File: config.mk
export PLATFORM = sky130hd
export DESIGN_NAME = execute_pipe
export DESIGN_NICKNAME = d
export VERILOG_FILES = /design/src/rtl/exec_pkg.sv /design/src/rtl/muldiv_iter.sv /design/src/rtl/execute_pipe.sv
export SDC_FILE = /design/constraint.sdc
export NUM_CORES = 1
export LEC_CHECK = 0
export CAP_MARGIN = 20
export CORE_MARGIN = 2
export CORE_UTILIZATION = 57
export CTS_CLUSTER_DIAMETER = 40
export DETAILED_ROUTE_END_ITERATION = 10
export PLACE_DENSITY_LB_ADDON = 0.12
export SLEW_MARGIN = 15
export SYNTH_ARGS = -nofsm -noshare
export SYNTH_HDL_FRONTEND = slang
export SYNTH_SLANG_ARGS = --single-unit
File: constraint.sdc
create_clock -name clk -period 4.8 [get_ports clk]
set_input_delay 1.2 -clock clk [delete_from_list [all_inputs] [get_ports clk]]
set_output_delay 1.2 -clock clk [all_outputs]
set_load 0.01 [all_outputs]
File: src/rtl/exec_pkg.sv
// Shared encodings for the execute stage: mul/div opcodes, forwarding selects,
// iterative-unit states, ALU operations and branch condition codes.
package exec_pkg;

    typedef enum logic [1:0] {
        MD_NONE = 2'b00,
        MD_MUL  = 2'b01,
        MD_DIVU = 2'b10,
        MD_REMU = 2'b11
    } md_op_e;

    localparam logic [1:0] FWD_REG = 2'b00;
    localparam logic [1:0] FWD_MEM = 2'b01;
    localparam logic [1:0] FWD_WB  = 2'b10;

    typedef enum logic [1:0] {
        IDLE = 2'b00,
        MUL  = 2'b01,
        DIV  = 2'b10,
        DONE = 2'b11
    } md_state_e;

    localparam logic [3:0] ALU_ADD  = 4'd0;
    localparam logic [3:0] ALU_SUB  = 4'd1;
    localparam logic [3:0] ALU_AND  = 4'd2;
    localparam logic [3:0] ALU_OR   = 4'd3;
    localparam logic [3:0] ALU_XOR  = 4'd4;
    localparam logic [3:0] ALU_SHL  = 4'd5;
    localparam logic [3:0] ALU_SHR  = 4'd6;
    localparam logic [3:0] ALU_SRA  = 4'd7;
    localparam logic [3:0] ALU_PASB = 4'd8;
    localparam logic [3:0] ALU_SLTU = 4'd9;

    // Branch condition field lives in Instr[10:8]; flags come from this ALU result.
    localparam logic [2:0] CC_AL = 3'd0;
    localparam logic [2:0] CC_Z  = 3'd1;
    localparam logic [2:0] CC_NZ = 3'd2;
    localparam logic [2:0] CC_N  = 3'd3;
    localparam logic [2:0] CC_NN = 3'd4;
    localparam logic [2:0] CC_C  = 3'd5;
    localparam logic [2:0] CC_NC = 3'd6;

    function automatic logic cond_met(input logic [2:0] cc, input logic z, input logic n,
                                      input logic c);
        case (cc)
            CC_AL:   cond_met = 1'b1;
            CC_Z:    cond_met = z;
            CC_NZ:   cond_met = !z;
            CC_N:    cond_met = n;
            CC_NN:   cond_met = !n;
            CC_C:    cond_met = c;
            CC_NC:   cond_met = !c;
            default: cond_met = 1'b0;
        endcase
    endfunction

endpackage

File: src/rtl/muldiv_iter.sv
// Iterative unsigned multiply / restoring divide, one bit per cycle.
// Holds its result in DONE until the consumer acknowledges it.
module muldiv_iter
    import exec_pkg::*;
#(
    parameter int DATA_W   = 32,
    parameter int MD_CNT_W = 6
) (
    input  logic              clk,
    input  logic              rst_n,
    input  logic              start,
    input  logic [1:0]        op,
    input  logic [DATA_W-1:0] a,
    input  logic [DATA_W-1:0] b,
    input  logic              ack,
    output logic              idle,
    output logic              done,
    output logic [DATA_W-1:0] result
);

    md_state_e             state_reg;
    md_op_e                op_reg;
    logic [MD_CNT_W-1:0]   cnt_reg;
    logic [DATA_W-1:0]     acc_reg;
    logic [DATA_W-1:0]     x_reg;   // multiplicand, or dividend shifting into quotient
    logic [DATA_W-1:0]     y_reg;   // multiplier, or divisor
    logic [DATA_W-1:0]     rem_reg;
    logic [DATA_W:0]       div_shift;
    logic [DATA_W:0]       div_diff;
    logic                  last_iter;

    assign div_shift = {rem_reg, x_reg[DATA_W-1]};
    assign div_diff  = div_shift - {1'b0, y_reg};
    assign last_iter = (cnt_reg == MD_CNT_W'(DATA_W - 1));

    // A zero divisor always passes the trial subtract: quotient all ones, remainder = A.
    always_ff @(posedge clk or negedge rst_n) begin
        if (!rst_n) begin
            state_reg <= IDLE;
            op_reg    <= MD_NONE;
            cnt_reg   <= '0;
            acc_reg   <= '0;
            x_reg     <= '0;
            y_reg     <= '0;
            rem_reg   <= '0;
        end else begin
            case (state_reg)
                IDLE: begin
                    if (start) begin
                        op_reg    <= md_op_e'(op);
                        cnt_reg   <= '0;
                        acc_reg   <= '0;
                        rem_reg   <= '0;
                        x_reg     <= a;
                        y_reg     <= b;
                        state_reg <= (md_op_e'(op) == MD_MUL) ? MUL : DIV;
                    end
                end
                MUL: begin
                    if (y_reg[0]) acc_reg <= acc_reg + x_reg;
                    x_reg   <= x_reg << 1;
                    y_reg   <= y_reg >> 1;
                    cnt_reg <= cnt_reg + 1'b1;
                    if (last_iter) state_reg <= DONE;
                end
                DIV: begin
                    if (div_shift >= {1'b0, y_reg}) begin
                        rem_reg <= div_diff[DATA_W-1:0];
                        x_reg   <= {x_reg[DATA_W-2:0], 1'b1};
                    end else begin
                        rem_reg <= div_shift[DATA_W-1:0];
                        x_reg   <= {x_reg[DATA_W-2:0], 1'b0};
                    end
                    cnt_reg <= cnt_reg + 1'b1;
                    if (last_iter) state_reg <= DONE;
                end
                DONE: begin
                    if (ack) state_reg <= IDLE;
                end
                default: state_reg <= IDLE;
            endcase
        end
    end

    always_comb begin
        case (op_reg)
            MD_MUL:  result = acc_reg;
            MD_DIVU: result = x_reg;
            default: result = rem_reg;
        endcase
    end

    assign idle = (state_reg == IDLE);
    assign done = (state_reg == DONE);

endmodule

File: src/rtl/execute_pipe.sv
// Execute stage: operand forwarding, immediates, single-cycle ALU with branch
// resolution, iterative mul/div, and a valid/ready registered EX/MEM output.
module execute_pipe
    import exec_pkg::*;
#(
    parameter int DATA_W   = 32,
    parameter int PC_W     = 16,
    parameter int MD_CNT_W = 6
) (
    input  logic              clk,
    input  logic              rst_n,
    input  logic              InValid,
    output logic              InReady,
    input  logic [PC_W-1:0]   PCIn,
    input  logic [DATA_W-1:0] RqRd,
    input  logic [DATA_W-1:0] Rs,
    input  logic [15:0]       Instr,
    input  logic              JumpOrBranchHigh,
    input  logic              RqRdOrImm,
    input  logic              RsOrImm,
    input  logic [3:0]        ALUCtrl,
    input  logic [1:0]        MulDivOp,
    input  logic [1:0]        FwdSelA,
    input  logic [1:0]        FwdSelB,
    input  logic [DATA_W-1:0] FwdMem,
    input  logic [DATA_W-1:0] FwdWb,
    output logic              OutValid,
    input  logic              OutReady,
    output logic [DATA_W-1:0] ALUOut,
    output logic [PC_W-1:0]   PCOut,
    output logic              flush
);

    localparam int SH_W = $clog2(DATA_W);

    logic [DATA_W-1:0] fwd_a, fwd_b, op_a, op_b, alu_res, md_result;
    logic [DATA_W:0]   sum, diff;
    logic              alu_c, alu_z, alu_n, taken;
    logic              accept, alu_load, md_start, md_load, md_idle, md_done;
    logic              out_valid_reg, flush_reg;
    logic [DATA_W-1:0] alu_out_reg;
    logic [PC_W-1:0]   pc_out_reg, md_pc_reg;
    logic              unused_instr;

    assign unused_instr = ^Instr[15:11];

    always_comb begin
        case (FwdSelA)
            FWD_MEM: fwd_a = FwdMem;
            FWD_WB:  fwd_a = FwdWb;
            default: fwd_a = RqRd;
        endcase
        case (FwdSelB)
            FWD_MEM: fwd_b = FwdMem;
            FWD_WB:  fwd_b = FwdWb;
            default: fwd_b = Rs;
        endcase
    end

    assign op_a = RqRdOrImm ? {{(DATA_W-6){1'b0}}, Instr[5:0]} : fwd_a;
    assign op_b = RsOrImm   ? {{(DATA_W-8){1'b0}}, Instr[7:0]} : fwd_b;
    assign sum  = {1'b0, op_a} + {1'b0, op_b};
    assign diff = {1'b0, op_a} - {1'b0, op_b};

    always_comb begin
        alu_res = '0;
        alu_c   = 1'b0;
        case (ALUCtrl)
            ALU_ADD:  begin alu_res = sum[DATA_W-1:0];  alu_c = sum[DATA_W];   end
            ALU_SUB:  begin alu_res = diff[DATA_W-1:0]; alu_c = !diff[DATA_W]; end
            ALU_AND:  alu_res = op_a & op_b;
            ALU_OR:   alu_res = op_a | op_b;
            ALU_XOR:  alu_res = op_a ^ op_b;
            ALU_SHL:  alu_res = op_a << op_b[SH_W-1:0];
            ALU_SHR:  alu_res = op_a >> op_b[SH_W-1:0];
            ALU_SRA:  alu_res = $unsigned($signed(op_a) >>> op_b[SH_W-1:0]);
            ALU_PASB: alu_res = op_b;
            ALU_SLTU: alu_res = {{(DATA_W-1){1'b0}}, (op_a < op_b)};
            default:  alu_res = '0;
        endcase
    end

    assign alu_z = (alu_res == '0);
    assign alu_n = alu_res[DATA_W-1];
    assign taken = JumpOrBranchHigh && cond_met(Instr[10:8], alu_z, alu_n, alu_c);

    assign InReady  = md_idle && (!out_valid_reg || OutReady);
    assign accept   = InValid && InReady;
    assign alu_load = accept && (md_op_e'(MulDivOp) == MD_NONE);
    assign md_start = accept && (md_op_e'(MulDivOp) != MD_NONE);
    assign md_load  = md_done && (!out_valid_reg || OutReady);

    muldiv_iter #(
        .DATA_W   (DATA_W),
        .MD_CNT_W (MD_CNT_W)
    ) u_muldiv (
        .clk    (clk),
        .rst_n  (rst_n),
        .start  (md_start),
        .op     (MulDivOp),
        .a      (op_a),
        .b      (op_b),
        .ack    (md_load),
        .idle   (md_idle),
        .done   (md_done),
        .result (md_result)
    );

    // alu_load and md_load never coincide: an ALU accept needs the mul/div unit idle.
    always_ff @(posedge clk or negedge rst_n) begin
        if (!rst_n) begin
            out_valid_reg <= 1'b0;
            alu_out_reg   <= '0;
            pc_out_reg    <= '0;
            flush_reg     <= 1'b0;
            md_pc_reg     <= '0;
        end else begin
            if (md_start) md_pc_reg <= PCIn;
            if (alu_load) begin
                out_valid_reg <= 1'b1;
                alu_out_reg   <= alu_res;
                pc_out_reg    <= taken ? fwd_a[PC_W-1:0] : PCIn;
                flush_reg     <= taken;
            end else if (md_load) begin
                out_valid_reg <= 1'b1;
                alu_out_reg   <= md_result;
                pc_out_reg    <= md_pc_reg;
                flush_reg     <= 1'b0;
            end else if (OutReady) begin
                out_valid_reg <= 1'b0;
                flush_reg     <= 1'b0;
            end
        end
    end

    assign OutValid = out_valid_reg;
    assign ALUOut   = alu_out_reg;
    assign PCOut    = pc_out_reg;
    assign flush    = flush_reg;

endmodule
==> impl_metrics.csv, run 1 <==
group,metric,value,unit
synth,synth-simple-area-share,19.5,%
floorplanning,fp.dieW,209,um
synth,synth_top_family_by_area,"compound AO/OA/AOI/OAI gates",
clocking,cts_buffers,38,
synth,synth_compound_area_share,34.4,%
floorplanning,die_h,209,um
grt,grt_usage,75.9,%
clocking,clock-sinks,204,
synth,ys_seq_elements,204,
synth,synth_ff_type,"dfrtp_1",
placed_design,gp_congestion,1.41,
clocking,hold_buffers,0,
synth,synth_fa_ha_area_share,9.52,%
synth,synthArstFlopShare,100,%
synth,synthXorXnorAreaFrac,2.23,%
placed_design,port_buffers,222,
placed_design,placed_cell_area,32500,um2
synth,seq_area_frac_synth,21.3,%
synth,syn_avg_cell_area,7.42,um2
synth,ys_warn_count,0,
synth,syn_inst,3233,
floorplanning,start_util,57.4,%
run_status,haltStage,"global routing (5_1_grt)",
floorplanning,pin_count,228,
grt,grt_max_degree,107,
synth,synthMuxAreaShare,6.49,%
placed_design,dp_hpwl,96300,um
floorplanning,rows,75,
run_status,error,"[ERROR GRT-0232] Routing congestion too high. Check the congestion heatmap in the GUI.",
clocking,clockBufferDepth,3,
synth,synthDistinctLibCells,97,
clocking,cts-root-buf,"clkbuf_16",
run_status,outcome,"did not finish",
clocking,h-tree-depth,2,
synth,syn_nets,3590,
synth,synth_edf_count,0,
grt,overflow,417,
synth,syn_area,24000,um2
==> cell families after synthesis <==
kind of cell	count (synthesis)
AO/OA/AOI/OAI	1222
AND/OR/NAND/NOR	1024
buffers and inverters	395
flip-flops	204
adder cells (fa/ha/maj)	180
multiplexers	147
XOR/XNOR	61
==> routing by layer <==
layer	GRT usage (%)	GRT overflow
met3	60.1	20
met1	79.4	22
met4	67.5	156
met2	91.8	213
met5	36.3	6
==> Yosys cell counts, types with 22 or more instances <==
cell | instances | area [um2]
nor2_1 | 352 | 1320
nand2_1 | 314 | 1180
a21oi_1 | 311 | 1560
o21ai_0 | 237 | 1190
dfrtp_1 | 204 | 5100
ha_1 | 176 | 2200
inv_1 | 169 | 634
clkbuf_1 | 158 | 593
mux2i_1 | 112 | 1120
a22oi_1 | 98 | 736
a211oi_1 | 86 | 646
nor3_1 | 60 | 300
nand3_1 | 52 | 260
a221o_1 | 48 | 480
nor2b_1 | 48 | 300
a21o_1 | 43 | 323
a221oi_1 | 43 | 377
xnor2_1 | 43 | 377
or2_2 | 36 | 225
nand2b_1 | 35 | 219
o221ai_1 | 33 | 289
o22ai_1 | 32 | 200
buf_2 | 31 | 155
a22o_1 | 27 | 236
and3_1 | 27 | 169
o211ai_1 | 25 | 188
o31ai_1 | 25 | 188
a31oi_1 | 24 | 150
mux2_2 | 23 | 259
o21bai_1 | 23 | 173
buf_1 | 22 | 82.6
nand4_1 | 22 | 138
==> stage by stage <==
stage          setup slack [ns]  std cells  hold WS (ns)  utilization (%)
2_1_floorplan             -1.67       3233         0.437                -
3_3_place_gp              -2.75       4577         0.449             77.9
3_5_place_dp              -2.98       4577         0.454             77.9
4_1_cts                   -1.55       4690         0.466             84.3
==> timing repair <==
action | in CTS
endpoints found under the setup margin | 46
gates resized for setup | 214
endpoints found under the hold margin | 0
setup buffers | 49
pin swaps | 90
gates cloned | 4
==> run 2, diff against run 1 <==
- CORE_UTILIZATION: 57 -> 40
- CTS_CLUSTER_DIAMETER: 40 -> default
- PLACE_DENSITY_LB_ADDON: 0.12 -> 0.15
==> impl_metrics.csv, run 2 <==
group,metric,value,unit
placed_design,gp_congestion,1.13,
detailed_routing,wl_per_cell,29.4,um
synth,synthTopCellsByCount,"nor2_1 (352), nand2_1 (314), a21oi_1 (311), o21ai_0 (237), dfrtp_1 (204)",
synth,ys_seq_elements,204,
synth,synthTopCellsByArea,"dfrtp_1 (21%), ha_1 (9.2%), a21oi_1 (6.5%)",
run_status,outcome,"complete, but fails checks",
finish,final_cell_area,36200,um2
clocking,cts-root-buf,"clkbuf_16",
pwr,p_clk_share,13.0,%
clocking,h-tree-depth,1,
detailed_routing,drt_iter0_drc,4489,
synth,synth_fa_ha_area_share,9.52,%
placed_design,dp_hpwl,120000,um
timing,hold_violations,0,
synth,synth_most_common_cell,"nor2_1",
timing,max_freq,0.153,GHz
detailed_routing,num_vias,32520,
synth,synthMuxAreaShare,6.49,%
finish,layout_commonest_cell,"buf_4",
clocking,insertion_delay,0.59,ns
timing,slew_headroom,34.4,%
run_status,violations,"setup timing",
pwr,combPwrFrac,67.1,%
hold_path,holdCritPathClass,"reg -> reg",
clocking,clkTransAtPathRegs,0.06,ns
pwr,powerDensity,435,nW/um2
synth,syn_avg_cell_area,7.42,um2
synth,synth_ff_type,"dfrtp_1",
clocking,clock-sinks,204,
timing,period_needed,6.55,ns
pwr,cellInternalPower,7.94,mW
grt,overflow,0,
detailed_routing,drt_pre_antenna_iters,6,
detailed_routing,drc,0,
floorplanning,fp.dieW,249,um
pwr,seqPwrFrac,19.8,%
pwr,total_power,15.8,mW
critical_path,cp-end-kind,"flop",
finish,multi_input_area,18700,um2
grt,grt_pass1_wl,213000,um
finish,finalNetCount,4593,
clocking,hold_buffers,0,
synth,synthXorXnorAreaFrac,2.23,%
finish,nFillCells,5177,
floorplanning,start_util,40.6,%
synth,ys_warn_count,0,
synth,synth_top_area_share,21.3,%
synth,syn_inst,3233,
clocking,cts_buffers,25,
timing,clock_skew,0.0151,ns
pwr,switchingPower,7.83,mW
synth,syn_nets,3590,
timing,worst_slack,-1.75,ns
grt,antenna_found_initial,6,
synth,synth_top_family_by_area,"compound AO/OA/AOI/OAI gates",
grt,grt_max_degree,113,
floorplanning,pin_count,228,
floorplanning,rows,89,
pwr,max-vdd-ir-drop,1080,uV
timing,rsz0062_at_grt,"true",
timing,drv_slew,0,
timing,finalCritPeriodShare,136,%
finish,regArea,5100,um2
timing,setup_viol,28,
synth,synthDistinctLibCells,97,
detailed_routing,vias_per_cell,6.47,
critical_path,startpoint_type,"input port",
pwr,switching_share,49.6,%
detailed_routing,wl,148000,um
synth,synth-simple-area-share,19.5,%
critical_path,crit_fanout,8,
synth,synth_compound_area_share,34.4,%
detailed_routing,route.antenna.remaining_nets,0,
synth,syn_area,24000,um2
placed_design,port_buffers,222,
critical_path,crit_type,"in -> reg",
grt,grt_usage,45.8,%
timing,fin_hold_ws,0.470,ns
pwr,p_leak,16.7,nW
flow_run,maxCapViolations,0,
floorplanning,coreArea,59100,um2
clocking,tritoncts,"built",
clocking,clockBufferDepth,3,
finish,layout_common_cells,"buf_4 (930), nor2_1 (339), nand2_1 (311), a21oi_1 (296), o21ai_0 (218)",
critical_path,critPathArrivalTime,7.05,ns
synth,synth_edf_count,0,
placed_design,placed_cell_area,33800,um2
timing,worstMarginPinSlew,0.974,ns
floorplanning,die-area,61900,um2
floorplanning,die_h,249,um
synth,seq_area_frac_synth,21.3,%
synth,synth_top_area_cell,"dfrtp_1",
finish,drive_above_1_share,30.9,%
synth,synthArstFlopShare,100,%
grt,grt_pass1_vias,31396,
finish,area_growth,51.1,%
critical_path,required,5.30,ns
==> run 2: cell counts after synthesis <==
Identical to the previous run, type by type.
==> run 2: cell families after synthesis <==
group / count (synthesis)
AO/OA/AOI/OAI: 1222
XOR/XNOR: 61
adder cells (fa/ha/maj): 180
buffers and inverters: 395
flip-flops: 204
multiplexers: 147
AND/OR/NAND/NOR: 1024
==> run 2: stage by stage <==
stage               setup WS (ns)  utilization (%)  TNS, ns  std cells
finish                      -1.75             61.3   -31.02       5030
global route                -1.96             61.3   -36.31       5029
CTS                         -1.63             60.7   -28.74       5017
detailed placement          -3.10             57.1   -90.65       4930
global placement            -3.06             57.1   -89.36       4930
floorplan                   -1.67                -   -30.00       3233
==> run 2: final cells by class <==
class	instances	area share, %
Tap cell	773	2.67
Antenna cell	2	0.0138
Clock inverter	12	0.449
Inverter	174	1.82
Timing Repair Buffer	1197	27.3
Clock buffer	34	1.93
Sequential cell	204	14.1
Multi-Input combinational cell	2634	51.7
==> run 2: worst paths after layout <==
path | startpoint | end | slack, ns | cells after the start
setup / recovery | FwdSelB[1] | PCOut[10]$_DFFE_PN0P_ | -1.75 | 27
hold / removal | md_pc_reg[5]$_DFFE_PN0P_ | md_pc_reg[5]$_DFFE_PN0P_ | 0.47 | 2
setup reg to reg | u_muldiv.x_reg[31]$_DFFE_PN0P_ | u_muldiv.rem_reg[30]$_DFFE_PN0P_ | 0.19 | 19
hold reg to reg | md_pc_reg[5]$_DFFE_PN0P_ | md_pc_reg[5]$_DFFE_PN0P_ | 0.47 | 2
max in group asynchronous | rst_n | md_pc_reg[4]$_DFFE_PN0P_ | 3.11 | 2
min in group asynchronous | rst_n | u_muldiv.cnt_reg[4]$_DFFE_PN0P_ | 0.64 | 1
==> run 2: critical path: stages <==
cell and delay [ns]:
buf_8 0.10, ha_4 0.32, buf_6 0.14, nor2_4 0.05, a211oi_4 0.26, buf_12 0.16, ha_4 0.14, inv_2 0.04
fa_2 0.38, o21bai_1 0.21, nand3_1 0.16, nand4_1 0.12, a21oi_2 0.05, or4_4 0.57, or3_1 0.33, or3_4 0.41
nor4_4 0.25, nand4_1 0.16, nor4_2 0.32, buf_4 0.19, and4_4 0.23, nand4_1 0.16, mux2i_2 0.22, o21ai_4 0.21
buf_12 0.20, mux2_4 0.32, a21oi_2 0.15
==> run 2: what timing repair did <==
item	CTS	global route
resized for setup	214	63
setup buffers	43	13
pin swaps	73	34
gates cloned	2	0
hold endpoints to repair	0	0
endpoints found under the setup margin	48	45
==> run 2: layer usage <==
layer | up-vias | global-route usage (%) | wire, um
met2 | 2260 | 69.7 | 62800
met5 | - | 0 | 33
met1 | 15698 | 59.5 | 57300
met3 | 565 | 7.97 | 15300
met4 | 4 | 30.8 | 12400
li1 | 13993 | - | -
==> run 2: power groups by stage <==
stage | registers (mW) | clock network [mW] | logic (mW)
6_report | 3.13 | 2.06 | 10.6
5_1_grt | 3.16 | 2.13 | 11.2
4_1_cts | 3.07 | 2.06 | 10.2
3_5_place_dp | 3.09 | 0 | 9.81
3_3_place_gp | 3.05 | 0 | 9.57
2_1_floorplan | 2.91 | 0 | 5.56
(Power assumes the default switching activity.)
